$ cat src/rtl/switch_node_param.sv
// Parametrised butterfly switch node: per-input FIFOs, wormhole path locks,
// round-robin output arbitration and head-flit route-digit rotation.
module switch_node_param #(
  parameter int RADIX      = 4,
  parameter int DATA_W     = 16,
  parameter int FIFO_DEPTH = 4
) (
  input  logic                         clk,
  input  logic                         rst,
  input  logic [RADIX-1:0][DATA_W+1:0] in_ch,
  output logic [RADIX-1:0]             in_ready,
  output logic [RADIX-1:0][DATA_W+1:0] out_ch,
  input  logic [RADIX-1:0]             out_ready,
  output logic                         err
);
  localparam int AW = $clog2(RADIX);
  localparam int FW = DATA_W + 2;
  localparam int PW = $clog2(FIFO_DEPTH);
  localparam int CW = $clog2(FIFO_DEPTH + 1);
  localparam logic [1:0] T_NULL = 2'b00;
  localparam logic [1:0] T_TAIL = 2'b01;
  localparam logic [1:0] T_BODY = 2'b10;
  localparam logic [1:0] T_HEAD = 2'b11;
  localparam logic [CW-1:0] FULL_CNT = CW'(FIFO_DEPTH);

  logic [FW-1:0] mem_q [RADIX][FIFO_DEPTH];
  logic [FW-1:0] mem_d [RADIX][FIFO_DEPTH];
  logic [RADIX-1:0][PW-1:0] wr_ptr_q, wr_ptr_d, rd_ptr_q, rd_ptr_d;
  logic [RADIX-1:0][CW-1:0] count_q, count_d;
  logic [RADIX-1:0]         open_q, open_d;
  logic [RADIX-1:0]         in_ready_q, in_ready_d;
  logic [RADIX-1:0]         lock_q, lock_d;
  logic [RADIX-1:0][AW-1:0] src_q, src_d;
  logic [RADIX-1:0][AW-1:0] rr_q, rr_d;
  logic [RADIX-1:0][FW-1:0] out_q, out_d;
  logic                     err_q, err_d;

  logic [RADIX-1:0]         push, pop, in_locked;
  logic [RADIX-1:0][FW-1:0] fifo_head;

  // Rotating the destination left puts the next stage's digit on top.
  function automatic logic [FW-1:0] rewrite(input logic [FW-1:0] f);
    if (f[FW-1 -: 2] == T_HEAD)
      return {f[FW-1 -: 2], f[DATA_W-AW-1:0], f[DATA_W-1 -: AW]};
    return f;
  endfunction

  // Write-side acceptance and packet framing.
  always_comb begin
    open_d = open_q;
    push   = '0;
    err_d  = err_q;
    for (int i = 0; i < RADIX; i++) begin
      if (in_ch[i][FW-1 -: 2] != T_NULL) begin
        if (!in_ready_q[i]) begin
          err_d = 1'b1;
        end else begin
          case (in_ch[i][FW-1 -: 2])
            T_HEAD: begin
              err_d     = err_d | open_q[i];
              push[i]   = 1'b1;
              open_d[i] = 1'b1;
            end
            T_BODY: begin
              if (open_q[i]) push[i] = 1'b1;
              else           err_d   = 1'b1;
            end
            default: begin
              if (open_q[i]) begin
                push[i]   = 1'b1;
                open_d[i] = 1'b0;
              end else begin
                err_d = 1'b1;
              end
            end
          endcase
        end
      end
    end
  end

  always_comb begin
    in_locked = '0;
    for (int o = 0; o < RADIX; o++)
      if (lock_q[o]) in_locked[src_q[o]] = 1'b1;
    for (int i = 0; i < RADIX; i++)
      fifo_head[i] = mem_q[i][rd_ptr_q[i]];
  end

  // Locked outputs stream their input; idle outputs pick a new HEAD round-robin.
  always_comb begin
    logic          found;
    logic [AW-1:0] idx;
    lock_d = lock_q;
    src_d  = src_q;
    rr_d   = rr_q;
    out_d  = out_q;
    pop    = '0;
    idx    = '0;
    for (int o = 0; o < RADIX; o++) begin
      found = 1'b0;
      if (lock_q[o] && (out_q[o][FW-1 -: 2] == T_NULL || out_ready[o]) &&
          count_q[src_q[o]] != '0) begin
        pop[src_q[o]] = 1'b1;
        out_d[o]      = rewrite(fifo_head[src_q[o]]);
        if (fifo_head[src_q[o]][FW-1 -: 2] == T_TAIL) lock_d[o] = 1'b0;
      end else if (out_ready[o]) begin
        out_d[o] = '0;
      end
      if (!lock_q[o]) begin
        for (int k = 0; k < RADIX; k++) begin
          idx = rr_q[o] + AW'(k);
          if (!found && count_q[idx] != '0 && !in_locked[idx] &&
              fifo_head[idx][FW-1 -: 2] == T_HEAD &&
              fifo_head[idx][DATA_W-1 -: AW] == AW'(o)) begin
            found     = 1'b1;
            lock_d[o] = 1'b1;
            src_d[o]  = idx;
            rr_d[o]   = idx + AW'(1);
          end
        end
      end
    end
  end

  always_comb begin
    mem_d    = mem_q;
    wr_ptr_d = wr_ptr_q;
    rd_ptr_d = rd_ptr_q;
    for (int i = 0; i < RADIX; i++) begin
      if (push[i]) begin
        mem_d[i][wr_ptr_q[i]] = in_ch[i];
        wr_ptr_d[i]           = wr_ptr_q[i] + PW'(1);
      end
      if (pop[i]) rd_ptr_d[i] = rd_ptr_q[i] + PW'(1);
      count_d[i]    = count_q[i] + CW'(push[i]) - CW'(pop[i]);
      in_ready_d[i] = (count_d[i] != FULL_CNT);
    end
  end

  always_ff @(posedge clk) begin
    if (rst) begin
      wr_ptr_q   <= '0;
      rd_ptr_q   <= '0;
      count_q    <= '0;
      open_q     <= '0;
      in_ready_q <= '1;
      lock_q     <= '0;
      src_q      <= '0;
      rr_q       <= '0;
      out_q      <= '0;
      err_q      <= 1'b0;
    end else begin
      wr_ptr_q   <= wr_ptr_d;
      rd_ptr_q   <= rd_ptr_d;
      count_q    <= count_d;
      open_q     <= open_d;
      in_ready_q <= in_ready_d;
      lock_q     <= lock_d;
      src_q      <= src_d;
      rr_q       <= rr_d;
      out_q      <= out_d;
      err_q      <= err_d;
    end
  end

  // Storage needs no reset: validity is tracked by the pointers and counts.
  always_ff @(posedge clk) begin
    mem_q <= mem_d;
  end

  assign in_ready = in_ready_q;
  assign out_ch   = out_q;
  assign err      = err_q;

endmodule

$ cat config.mk
export PLATFORM = sky130hd
export DESIGN_NAME = switch_node_param
export DESIGN_NICKNAME = d
export VERILOG_FILES = /design/src/rtl/switch_node_param.sv
export SDC_FILE = /design/constraint.sdc
export NUM_CORES = 1
export LEC_CHECK = 0
export CAP_MARGIN = 25
export CORE_MARGIN = 2
export CORE_UTILIZATION = 50
export CTS_BUF_LIST = sky130_fd_sc_hd__clkbuf_8
export DETAILED_ROUTE_END_ITERATION = 7
export GPL_ROUTABILITY_DRIVEN = 0
export MAX_ROUTING_LAYER = met4
export PLACE_DENSITY = 0.72
export SKIP_CTS_REPAIR_TIMING = 1
export SLEW_MARGIN = 20
export SYNTH_ARGS = -nofsm -noshare
export SYNTH_HDL_FRONTEND = slang
export SYNTH_SLANG_ARGS = --single-unit
$ cat constraint.sdc
create_clock -name clk -period 10.65 [get_ports clk]
set_input_delay 2.13 -clock clk [delete_from_list [all_inputs] [get_ports clk]]
set_output_delay 2.13 -clock clk [all_outputs]
set_load 0.005 [all_outputs]
---- Word-level counts from Yosys, hierarchy flattened ----
Index checks and enable logic that the tools add are counted.
operators by class
  $mul .................................... 0
  div/mod/pow operators ................... 0
  order comparisons ....................... 36
  multiplexer cells ....................... 296
  bitwise gates (word level) .............. 26
  reduce and logical (&&, ||, !) cells .... 156
  shift operators ......................... 0
  $add $sub $neg .......................... 40
  equality and inequality tests ........... 48
operator list
  cell                                                                           number
  18-bit binary-select mux with 2-bit select                                     24
  18-bit 2-to-1 mux                                                              48
  72-bit bitwise mux                                                             4
  18-bit demux with 2-bit select                                                 4
  3-bit binary-select mux with 2-bit select                                      20
  1-bit 2-to-1 mux                                                               112
  1-bit logical AND                                                              76
  2-bit == test (second input constant)                                          36
  2-bit 2-to-1 mux                                                               32
  2-bit by 3-bit less-than comparator with 1-bit output (second input constant)  20
  3-bit 2-to-1 mux                                                               20
  3-bit nonzero test                                                             20
  2-bit by 1-bit adder with 2-bit output (second input constant)                 24
  1-bit binary-select mux with 2-bit select                                      16
  4-bit 2-to-1 mux                                                               8
  1-bit zero test                                                                28
  3-bit greater-or-equal comparator (second input constant)                      8
  2-bit inverter with 3-bit output                                               8
  4-bit bitwise OR                                                               6
  2-bit adder (second input constant)                                            8
  2-bit by 1-bit == test with 1-bit output (second input constant)               8
  2-bit zero test                                                                8
  2-bit nonzero test                                                             8
  4-bit nonzero test                                                             4
  other kinds (12)                                                               52
word-level totals
  bits of input ports ..................... 78
  bits in read-only memories .............. 0
  latch bits .............................. 0
  memories ................................ 0
  output and inout port bits .............. 77
  RAM bits ................................ 0
  register bits after elaboration ......... 417
  word-level logic and storage cells ...... 649

---- Depth between registers and ports, before layout ----
  depth after elaboration ................. 40
  depth in mapped cells ................... 18
  mapped depth without buffers ............ 16

---- Least setup slack after synthesis ----
No wires, ideal clock.
  path kind ............................... input to register
  start point ............................. input out_ready[3]
  end point ............................... register in_ready_q[1], in the netlist in_ready[1]
  stages on the path ...................... 14
  arrival time ............................ 4.277 ns
  data required time ...................... 10.528 ns
  buffers on the path ..................... 1
  setup slack ............................. 6.250 ns
  setup time .............................. 0.122 ns
  cells stage by stage .................... o211a_1 clkbuf_1 nor2b_1 a2bb2oi_1 o221ai_1 ha_1 inv_1 ha_1 inv_1 fa_1 xor2_1 xnor2_1 nor2_1 nand3b_1
between the ends
  word-level cells in the longest chain between the ends .. 6
RTL lines
  what                                         RTL line  RTL
  start, declared                              13        input logic [RADIX-1:0] out_ready,
  1-bit logical OR                             102       if (lock_q[o] && (out_q[o][FW-1 -: 2] == T_NULL || out_ready[o]) &&
  1-bit logical AND (2 in a row)               102
  4-bit 2-to-1 mux                             102
  3-bit by 1-bit subtractor with 3-bit output  136       count_d[i] = count_q[i] + CW'(push[i]) - CW'(pop[i]);
  3-bit inequality test                        137       in_ready_d[i] = (count_d[i] != FULL_CNT);
  end signal, assigned                         158       in_ready_q <= in_ready_d;
  end, declared                                31        logic [RADIX-1:0] in_ready_q, in_ready_d;
No other way between the ends.
A chain may end at the register's enable or synchronous reset.

---- Worst setup path in the final report ----
  start point ............................. input out_ready[1]
  end point ............................... register in_ready_q[2], in the netlist in_ready[2]
between the ends
  word-level cells in the longest chain between the ends .. 10
RTL lines
  what                                             RTL line
  1-bit logical OR (*)                             102
  1-bit logical AND (*) (2 in a row)               102
  4-bit 2-to-1 mux (*)                             102
  4-bit bitwise OR (no source line)                n/a
  4-bit 2-to-1 mux (*)                             102
  4-bit bitwise OR (no source line)                n/a
  4-bit 2-to-1 mux (*)                             102
  3-bit by 1-bit subtractor with 3-bit output (*)  136
  3-bit inequality test (*)                        137
Every way passes the cells marked *; elsewhere a longest branch is shown, timed or not.

==> impl_results.md <==
* Status: finished, final reports clean
* Die X at 204 microns
* GR Overflow Total at 0
* Max VDD drop at 0.109 mV
* CP endpoint kind: flip-flop
* Reg2reg end: in_ready[3]
* Period minus WS final at 4850 ps
* Layout cell share with drive strength beyond 1 at 0.176
* R2R cell count at 16
* Worst EP arrival at 5350 ps
* Mapped Cells at 1407
* Layout Skew at 38.4 ps
* Nets at 1663
* Num CTS Buffers at 71
* Synth top area share at 0.433
* DIE AREA at 41600 sq um
* Total nets after synthesis at 1517
* Vias per cell at 6.14
* Iteration-0 DRC Markers at 1400
* Routed WL per cell at 23.6 microns
* Critical path class: input pin to flip-flop
* Main flop type after synthesis: edfxtp_1
* Number of synthesized register bits at 417
* Ports at 155
* Worst hold-check path type: flip-flop to flip-flop
* Routed WL at 50.6 mm
* Row cnt at 73
* EDFF count, synth at 288
* Final setup violation count at 0
* Final Core Density at 0.590
* GRT busiest layer: met2
* Total of max-cap violations at 0
* Fraction of registers with async set/reset at 0
* Global-route wire length before repair at 75.8 mm
* Effective utilization at floorplan at 0.505
* CORE AREA at 39500 sq um
* Remaining DRCs at 0
* Average cell area after synthesis at 14.2 sq um
* Cell total after placement at 2003
* Vias in the first global route at 12723
* GR Util All Layers at 0.251
* Startpoint Class: input pin
* Clock-pin slew on the worst setup and hold paths at 60 ps
* Commonest non-fill, non-tap cell in the layout: edfxtp_1
* P&R area growth vs syn at 16.8%
* CTS max path bufs at 3
* Final instance area at 23300 sq um
* R2R Path Start: count_q[10]
* Final total power at 4.91 mW
* Via Count at 13151
* Final Max Tran Viols at 0
* PortBufs at 154
* Worst-Skew Late Latency at 630 ps
* Worst hold slack at 480 ps
* M1 GR Usage at 0.342
* Sink Count at 417
* Worst Path Max Fanout at 36
* Drt first pass iters at 5
* Netlist cell types at 82
* Fill count at 3038
* Largest net degree at the start of global routing at 68
* H-tree levels at 3
* Synthesized area at 20000 sq um
* Most frequent cells in the layout: edfxtp_1 (288), clkdlybuf4s50_1 (153), mux4_2 (143)
* HP Start: open_q[0]
* Final worst setup slack at 5800 ps
* Die Ht at 204 microns
* Met2 usage at 0.368
* Warnings from Yosys at 0
* WP data required at 11150 ps
* Ranking of synthesized cells by area: edfxtp_1 (43%), mux4_2 (16%), dfxtp_1 (13%)
* Final Cycle Share at 0.456
* TNS Setup at 0 ps
* Clk root buf: clkbuf_8
* Final HPWL DP at 35.6 mm
* Hold EP: open_q[0]
* Post-Place Setup Slack at 4880 ps
* Antenna-violating nets left at 0
* Routing usage on met3 at 0.0592
* Worst-Margin Slew at 981 ps
* Reg-to-reg slack, setup at 6570 ps
* Non-filler cells, final at 2141
* Placed Area at 21900 sq um
* Antenna violations before repair at 5
* Register area share after synthesis at 0.562
* Pleak at 7.85 nW
* Final Hold Fails at 0
* Area leader, netlist: edfxtp_1
* Unrepaired setup endpoints after global routing: no
* CTS tree: done
* Slew headroom at 0.345
* Fmax at 206 MHz
* Hold Path Stages at 2
* PD cells at 210 nW/um^2
-- state kept, by name, summed over array words and instances, names as in the netlist --
name,count
count_q,12
err,1
in_ready,4
lock_q,4
mem_q,288
open_q,4
out_ch,72
rd_ptr_q,8
rr_q,8
src_q,8
wr_ptr_q,8
-- worst max path at each step --
stage / start / to / slack [ps] / cells past startpoint
final: out_ready[1] / in_ready[2] / 5800 / 13
after global placement: out_ready[3] / in_ready[2] / 5070 / 13
after floorplan: out_ready[3] / in_ready[1] / 6250 / 14
after CTS: out_ready[3] / in_ready[2] / 5550 / 13
after detailed placement: out_ready[3] / in_ready[2] / 4880 / 13
after global routing: out_ready[1] / in_ready[2] / 5550 / 13
-- report_power, final --
| group | leakage (nW) | total, mW | internal (mW) | switching, mW |
|---|---|---|---|---|
| Clock | 0.824 | 1.44 | 0.780 | 0.660 |
| Sequential | 3.67 | 1.98 | 1.88 | 0.103 |
| Combinational | 3.36 | 1.49 | 0.654 | 0.831 |
| Total | 7.85 | 4.91 | 3.31 | 1.59 |
-- synthesized netlist by cell type (7+ instances only) --
| library cell | n |
|---|---|
| a211oi_1 | 66 |
| a21oi_1 | 98 |
| a31oi_1 | 14 |
| and2_1 | 19 |
| buf_1 | 14 |
| buf_2 | 20 |
| clkbuf_1 | 60 |
| dfxtp_1 | 129 |
| edfxtp_1 | 288 |
| ha_1 | 28 |
| inv_1 | 42 |
| mux2i_1 | 77 |
| mux4_1 | 7 |
| mux4_2 | 143 |
| nand2_1 | 67 |
| nand3_1 | 32 |
| nand3b_1 | 8 |
| nand4_1 | 7 |
| nor2_1 | 67 |
| nor2b_1 | 10 |
| nor3_1 | 12 |
| o21ai_0 | 27 |
| or3_1 | 9 |
| xnor2_1 | 11 |
-- cells by family after synthesis --
logic type / after synthesis / synth area share
buffers and inverters: 148 / 0.0307
XOR/XNOR: 17 / 0.00745
AO/OA/AOI/OAI: 289 / 0.0972
AND/OR/NAND/NOR: 274 / 0.0703
multiplexers: 230 / 0.211
flip-flops: 417 / 0.562
adder cells (fa/ha/maj): 32 / 0.0215
-- area by class of cell --
type | instances | area (sq um) | share of cell area
Clock inverter | 54 | 358 | 0.0153
Multi-Input combinational cell | 842 | 8140 | 0.349
Timing Repair Buffer | 172 | 1690 | 0.0723
Antenna cell | 4 | 10.0 | 0.000429
Inverter | 49 | 184 | 0.00788
Tap cell | 525 | 657 | 0.0281
Clock buffer | 78 | 1070 | 0.0460
Sequential cell | 417 | 11200 | 0.481
-- critical path: stages --
cell	delay (ps)
clkdlybuf4s50_1	490
o211a_2	700
nand2_1	180
o221ai_1	390
ha_1	310
inv_1	60
ha_1	130
inv_1	50
fa_1	370
xor2_1	160
xnor2_1	130
nor2_1	150
nand3b_1	110
-- metal layers --
layer  vias up  part of all wire
met4         0             0.033
met1      6456              0.42
met5         -                 0
met3        95              0.10
met2       678              0.45
li1       5922                 -
Power figures use the tool's default switching activity.
